### src/rtl/m3_drive_sequencer.sv
// m3_drive_sequencer: run-state controller turning operator command pulses into ramped
// frequency/power/direction/enable setpoints for the 3-phase drive calc stage.
module m3_drive_sequencer #(
  parameter int FREQ_W    = 16,
  parameter int PWR_W     = 8,
  parameter int FREQ_MIN  = 100,
  parameter int FREQ_MAX  = 4000,
  parameter int FREQ_DEF  = 1000,
  parameter int FREQ_STEP = 50,
  parameter int RAMP_DIV  = 1000,
  parameter int RAMP_STEP = 10,
  parameter int PWR_MIN   = 16,
  parameter int PWR_MAX   = 255,
  parameter int PWR_DEF   = 32,
  parameter int PWR_STEP  = 8,
  parameter int DEAD_CYC  = 500
) (
  input  logic              clkI,
  input  logic              nRstI,
  input  logic              m3startI,
  input  logic              m3forceStopI,
  input  logic              m3invRotateI,
  input  logic              m3freqINCi,
  input  logic              m3freqDECi,
  input  logic              m3powerINCi,
  input  logic              m3powerDECi,
  output logic [FREQ_W-1:0] m3freqTargetO,
  output logic [FREQ_W-1:0] m3freqCurO,
  output logic [PWR_W-1:0]  m3powerO,
  output logic              m3dirO,
  output logic              m3enableO,
  output logic [2:0]        m3stateO,
  output logic              m3busyO
);
  typedef enum logic [2:0] {IDLE = 3'd0, RAMP_UP = 3'd1, RUN = 3'd2, RAMP_DOWN = 3'd3, REVERSE = 3'd4} state_t;
  localparam int PW = $clog2(RAMP_DIV);
  localparam int DW = $clog2(DEAD_CYC + 1);
  localparam logic [FREQ_W:0] FMIN = (FREQ_W+1)'(FREQ_MIN);
  localparam logic [FREQ_W:0] FMAX = (FREQ_W+1)'(FREQ_MAX);
  localparam logic [FREQ_W:0] FSTEP = (FREQ_W+1)'(FREQ_STEP);
  localparam logic [FREQ_W:0] RSTEP = (FREQ_W+1)'(RAMP_STEP);
  localparam logic [PWR_W:0] PMIN = (PWR_W+1)'(PWR_MIN);
  localparam logic [PWR_W:0] PMAX = (PWR_W+1)'(PWR_MAX);
  localparam logic [PWR_W:0] PSTEP = (PWR_W+1)'(PWR_STEP);
  logic [6:0] cmd_q, prev_q, e;
  state_t state_q, state_d;
  logic [FREQ_W-1:0] cur_q, cur_d, tgt_q, tgt_d;
  logic [PWR_W-1:0] pwr_q, pwr_d, pout_q, pout_d;
  logic dir_q, dir_d, en_q, en_d, pend_q, pend_d, busy_q, busy_d, tick;
  logic [PW-1:0] pre_q, pre_d;
  logic [DW-1:0] dead_q, dead_d;
  logic [FREQ_W:0] cur_w, tgt_w, cur_up, up_clamp, run_next, f_inc, f_dec;
  logic [PWR_W:0] pwr_w, p_inc, p_dec;
  // bit order: start, forceStop, invRotate, freqINC, freqDEC, powerINC, powerDEC
  assign e = cmd_q & ~prev_q;
  assign cur_w = {1'b0, cur_q};
  assign tgt_w = {1'b0, tgt_q};
  assign pwr_w = {1'b0, pwr_q};
  assign tick = pre_q == PW'(RAMP_DIV - 1);
  assign cur_up = cur_w + RSTEP;
  assign up_clamp = cur_up > tgt_w ? tgt_w : cur_up;
  assign run_next = cur_w < tgt_w ? (tgt_w - cur_w > RSTEP ? cur_up : tgt_w)
                                  : (cur_w - tgt_w > RSTEP ? cur_w - RSTEP : tgt_w);
  // one bit of headroom keeps saturation checks free of wrap-around
  assign f_inc = tgt_w + FSTEP > FMAX ? FMAX : tgt_w + FSTEP;
  assign f_dec = tgt_w < FMIN + FSTEP ? FMIN : tgt_w - FSTEP;
  assign p_inc = pwr_w + PSTEP > PMAX ? PMAX : pwr_w + PSTEP;
  assign p_dec = pwr_w < PMIN + PSTEP ? PMIN : pwr_w - PSTEP;
  always_comb begin
    state_d = state_q;
    cur_d = cur_q;
    en_d = en_q;
    dir_d = dir_q;
    pend_d = pend_q;
    dead_d = '0;
    tgt_d = (e[3] ^ e[4]) ? (e[3] ? f_inc[FREQ_W-1:0] : f_dec[FREQ_W-1:0]) : tgt_q;
    pwr_d = (e[5] ^ e[6]) ? (e[5] ? p_inc[PWR_W-1:0] : p_dec[PWR_W-1:0]) : pwr_q;
    case (state_q)
      IDLE: begin
        cur_d = '0;
        en_d = 1'b0;
        if (e[0]) begin
          state_d = RAMP_UP;
          cur_d = FMIN[FREQ_W-1:0];
          en_d = 1'b1;
        end else if (e[2]) dir_d = ~dir_q;
      end
      RAMP_UP, RUN: begin
        if (e[0] | e[2]) begin
          state_d = RAMP_DOWN;
          pend_d = ~e[0];
        end else if (tick) begin
          cur_d = state_q == RAMP_UP ? up_clamp[FREQ_W-1:0] : run_next[FREQ_W-1:0];
          if (state_q == RAMP_UP && up_clamp == tgt_w) state_d = RUN;
        end
      end
      RAMP_DOWN: begin
        if (tick) begin
          if (cur_w <= FMIN + RSTEP) begin
            cur_d = '0;
            en_d = 1'b0;
            state_d = pend_q ? REVERSE : IDLE;
          end else cur_d = cur_q - RSTEP[FREQ_W-1:0];
        end
      end
      REVERSE: begin
        cur_d = '0;
        en_d = 1'b0;
        if (dead_q == DW'(DEAD_CYC - 1)) begin
          state_d = RAMP_UP;
          dir_d = ~dir_q;
          pend_d = 1'b0;
          cur_d = FMIN[FREQ_W-1:0];
          en_d = 1'b1;
        end else dead_d = dead_q + DW'(1);
      end
      default: begin
        state_d = IDLE;
        cur_d = '0;
        en_d = 1'b0;
      end
    endcase
    pre_d = (state_d != state_q || !(state_q inside {RAMP_UP, RUN, RAMP_DOWN}) || tick) ? '0 : pre_q + PW'(1);
    if (e[1]) begin
      state_d = IDLE;
      cur_d = '0;
      en_d = 1'b0;
      pend_d = 1'b0;
      pre_d = '0;
      dead_d = '0;
      tgt_d = tgt_q;
      pwr_d = pwr_q;
      dir_d = dir_q;
    end
    busy_d = state_d inside {RAMP_UP, RAMP_DOWN, REVERSE} || (state_d == RUN && cur_d != tgt_d);
    pout_d = en_d ? pwr_d : '0;
  end
  always_ff @(posedge clkI or negedge nRstI) begin
    if (!nRstI) begin
      cmd_q <= '0;
      prev_q <= '0;
      state_q <= IDLE;
      tgt_q <= FREQ_W'(FREQ_DEF);
      cur_q <= '0;
      pwr_q <= PWR_W'(PWR_DEF);
      pout_q <= '0;
      dir_q <= 1'b0;
      en_q <= 1'b0;
      pend_q <= 1'b0;
      busy_q <= 1'b0;
      pre_q <= '0;
      dead_q <= '0;
    end else begin
      cmd_q <= {m3powerDECi, m3powerINCi, m3freqDECi, m3freqINCi, m3invRotateI, m3forceStopI, m3startI};
      prev_q <= cmd_q;
      state_q <= state_d;
      tgt_q <= tgt_d;
      cur_q <= cur_d;
      pwr_q <= pwr_d;
      pout_q <= pout_d;
      dir_q <= dir_d;
      en_q <= en_d;
      pend_q <= pend_d;
      busy_q <= busy_d;
      pre_q <= pre_d;
      dead_q <= dead_d;
    end
  end
  assign m3freqTargetO = tgt_q;
  assign m3freqCurO = cur_q;
  assign m3powerO = pout_q;
  assign m3dirO = dir_q;
  assign m3enableO = en_q;
  assign m3stateO = state_q;
  assign m3busyO = busy_q;
endmodule

### config.mk
export PLATFORM = sky130hd
export DESIGN_NAME = m3_drive_sequencer
export DESIGN_NICKNAME = d
export VERILOG_FILES = /design/src/rtl/m3_drive_sequencer.sv
export SDC_FILE = /design/constraint.sdc
export NUM_CORES = 1
export LEC_CHECK = 0
export ABC_AREA = 0
export ABC_CLOCK_PERIOD_IN_PS = 6000
export CAP_MARGIN = 20
export CORE_UTILIZATION = 40
export CTS_BUF_LIST = sky130_fd_sc_hd__clkbuf_4 sky130_fd_sc_hd__clkbuf_8
export DETAILED_ROUTE_END_ITERATION = 6
export GPL_ROUTABILITY_DRIVEN = 0
export PLACE_DENSITY_LB_ADDON = 0.25
export SLEW_MARGIN = 20
export SYNTH_ARGS = -nofsm -noshare
export SYNTH_HDL_FRONTEND = slang
export SYNTH_SLANG_ARGS = --single-unit
### constraint.sdc
create_clock -name clkI -period 6 [get_ports clkI]
set_input_delay 0.9 -clock clkI [delete_from_list [all_inputs] [get_ports clkI]]
set_output_delay 0.9 -clock clkI [all_outputs]
set_load 0.02 [all_outputs]
==> run metrics <==
CTS tree done; Final ANT Viol Nets 0; DRC 0; startpoint types flip-flop; Starting Density 0.407; syn_nets 1,327; final slew viol count 0; RSZ-0062 raised after global routing no; Routed wire per std cell 22.6 um; arrival time at the worst endpoint 5.67 ns; largest net degree at the start of global routing 58; min Tclk post-route 5.42 ns; worst skew pair latency 0.38 ns; H-tree depth 3; area post-placement 10,500 um2; synthesized area 9560 um2; sequential fraction of the synthesis area 0.231; area of the die 24,500 um2; worst r2r src m3freqCurO[1]; CTS Buf Count 9; # IOs 55; first-pass GRT wire length 56,100 um; post-route setup TNS 0 ns; IO Port Bufs 54; CP Class reg2reg; Synth top area share 0.212; cell taking the most area after synthesis dfrtp_1; M1 GR Usage 0.410; 1st-iter DRT viols 1,350; Slew headroom 0.333; number of synthesis warnings 0; via count 10,453; worst min-delay path category reg2reg; critical path capture point type flip-flop; gr ovfl total 0; cell count after synthesis 1,260; DP Cell Count 1,594; Worst Path Max Fanout 15; R2R setup slack 0.58 ns; vias per cell 6.49; post-CTS setup buffer count 0; layout cells sized above 1 0.0736; final instance area 10,700 um2; Async SR Flop Fraction 1.00; hold_buf cts 0; multi-input logic area 6820 um2; Final nets 1,353; max cap viols 0; Top Usage Layer GRT met2; measured slew at the worst slew-check pin 1.00 ns; Hold Slack 0.377 ns; fin crit share 0.903; Reg area 2210 um2; Fin. Hold Viols 0; number of synthesized flops with an enable pin 0; met2 Use GR 0.454; WL final 36,500 um; Setup Skew 0.0151 ns; Non-Filler Instances 1,610; ranking of synthesized cells by area dfrtp_1 21%, ha_1 7.3%, xnor2_1 6.0%; initial antenna violation count 0; CTS Buffer Depth 2; worst vdd ir 0.220 mV; root buf cell clkbuf_8; clock-pin slew of the registers on the worst-case setup and hold paths 0.10 ns; vias in the first global route 9,602; die span in y 157 um; CTS Sinks 88; Synth cell types 91; # diodes 0; run status finished clean; post-cts resize count 0; Critical Path RT 6.25 ns; DR pass1 iterations 6; post-layout util 0.455; All-Layer GR Usage 0.301; Synth Area per Inst 7.59 um2; Area Overhead vs Synth 11.7%; f_max 185 MHz; crit path to m3busyO; # rows 56; Top FF cell, synth dfrtp_1; Die Span X 157 um; flops & latches, synth 88; Critical Path Start m3freqCurO[1]; final setup fails 0; power per cell area 376 nW/um2; filler cell count 2,410; dpl hpwl 27,700 um; core area 23,500 um2; Pleak 4.25 nW; R2R depth 18; capturing point of the worst reg2reg path m3busyO; routing usage on met3 0.0521
-- critical path, cell delays in order (launching register included) --
cell	delay, ns
dfrtp_1	0.69
a21oi_1	0.26
nor3_1	0.54
nand3_1	0.23
xnor2_1	0.23
ha_1	0.35
nand4_1	0.12
nor2_1	0.25
nand4_1	0.13
a32o_1	0.24
or2_2	0.44
o311ai_0	0.57
nor2_1	0.11
nor4_1	0.31
o2111ai_1	0.15
nor3b_1	0.20
nand4_1	0.14
nor4_2	0.22
a32oi_1	0.12
-- synth_stat cells, types with 5 or more instances --
cell,count
o211ai_1,18
a221o_1,6
a211o_1,9
o211a_1,5
nor2b_1,15
and2_1,21
nand4_1,32
a22oi_1,10
a221oi_1,9
and3_1,22
buf_2,11
dfrtp_1,81
dfstp_2,7
or3_1,15
a31oi_1,11
a21o_1,23
nor4_1,26
a2111oi_0,11
nor3_1,30
nand2b_1,13
o21bai_1,5
or4_1,7
ha_1,56
nand2_1,110
o2111ai_1,6
inv_1,55
xnor2_1,65
a21oi_1,88
o21ai_0,80
clkbuf_1,59
or2_2,8
mux2i_1,10
o21a_1,14
mux2_2,6
o22ai_1,7
a211oi_1,13
xor2_1,16
o31ai_1,8
nor2_1,121
nand3_1,46
o221ai_1,7
a41oi_1,5
-- how the worst min path moves through the flow --
| stage | slack, ns | to | depth (start not counted) | from |
|---|---|---|---|---|
| floorplan | 0.35 | prev_q[2] | 0 | cmd_q[2] |
| global placement | 0.35 | prev_q[2] | 0 | cmd_q[2] |
| detailed placement | 0.36 | prev_q[4] | 0 | cmd_q[4] |
| CTS | 0.38 | prev_q[4] | 0 | cmd_q[4] |
| global route | 0.38 | prev_q[4] | 0 | cmd_q[4] |
| finish | 0.38 | prev_q[4] | 0 | cmd_q[4] |
-- cell families after synthesis --
logic type / synth area share
AND/OR/NAND/NOR: 0.259
AO/OA/AOI/OAI: 0.281
buffers and inverters: 0.0560
flip-flops: 0.231
XOR/XNOR: 0.0765
adder cells (fa/ha/maj): 0.0785
multiplexers: 0.0175
-- stage by stage --
stage | power, mW | setup slack [ns]
2_1_floorplan | 2.65 | 1.02
3_5_place_dp | 3.47 | 0.706
4_1_cts | 3.94 | 0.695
3_3_place_gp | 3.46 | 0.838
5_1_grt | 4.25 | 0.0279
6_report | 4.02 | 0.582
-- area by class of cell --
type / count / area share
multi-input combinational: 1037 / 0.639
sequential: 88 / 0.207
timing repair buffer: 90 / 0.0757
tap: 319 / 0.0374
inverter: 60 / 0.0211
clock buffer: 13 / 0.0156
clock inverter: 3 / 0.00457
-- power by group --
group	leakage, nW	switching [mW]	total [mW]	internal (mW)
Sequential	1.14	0.118	0.821	0.703
Combinational	3.01	1.79	2.74	0.957
Clock	0.109	0.224	0.452	0.228
-- cell usage in the layout (no fill, tap or decap), drive strengths merged, types with 10 or more instances in the layout --
| cell type | n |
|---|---|
| a21oi | 88 |
| a31oi | 11 |
| nand4 | 32 |
| o21ai | 82 |
| a22oi | 10 |
| and2 | 22 |
| o21a | 14 |
| nor3 | 31 |
| a211oi | 15 |
| ha | 56 |
| mux2i | 10 |
| nand3 | 46 |
| clkdlybuf4s50 | 53 |
| nand2b | 13 |
| a21o | 23 |
| dfrtp | 81 |
| nand2 | 110 |
| or3 | 15 |
| xnor2 | 65 |
| a2111oi | 11 |
| and3 | 22 |
| clkbuf | 13 |
| buf | 37 |
| nor4 | 27 |
| o211ai | 18 |
| nor2b | 15 |
| inv | 58 |
| xor2 | 16 |
| nor2 | 121 |
-- sequential cells by signal, indices dropped and copies added (netlist names) --
| register | count |
|---|---|
| cmd_q | 7 |
| dead_q | 9 |
| m3busyO | 1 |
| m3dirO | 1 |
| m3enableO | 1 |
| m3freqCurO | 16 |
| m3freqTargetO | 16 |
| m3powerO | 8 |
| m3stateO | 3 |
| pend_q | 1 |
| pre_q | 10 |
| prev_q | 7 |
| pwr_q | 8 |
-- per-layer routing --
layer  up-vias  part of all wire
met4         0             0.058
met5         -                 0
met3       137              0.11
li1       4737                 -
met1      4887              0.41
met2       692              0.42
(Power assumes the default switching activity.)
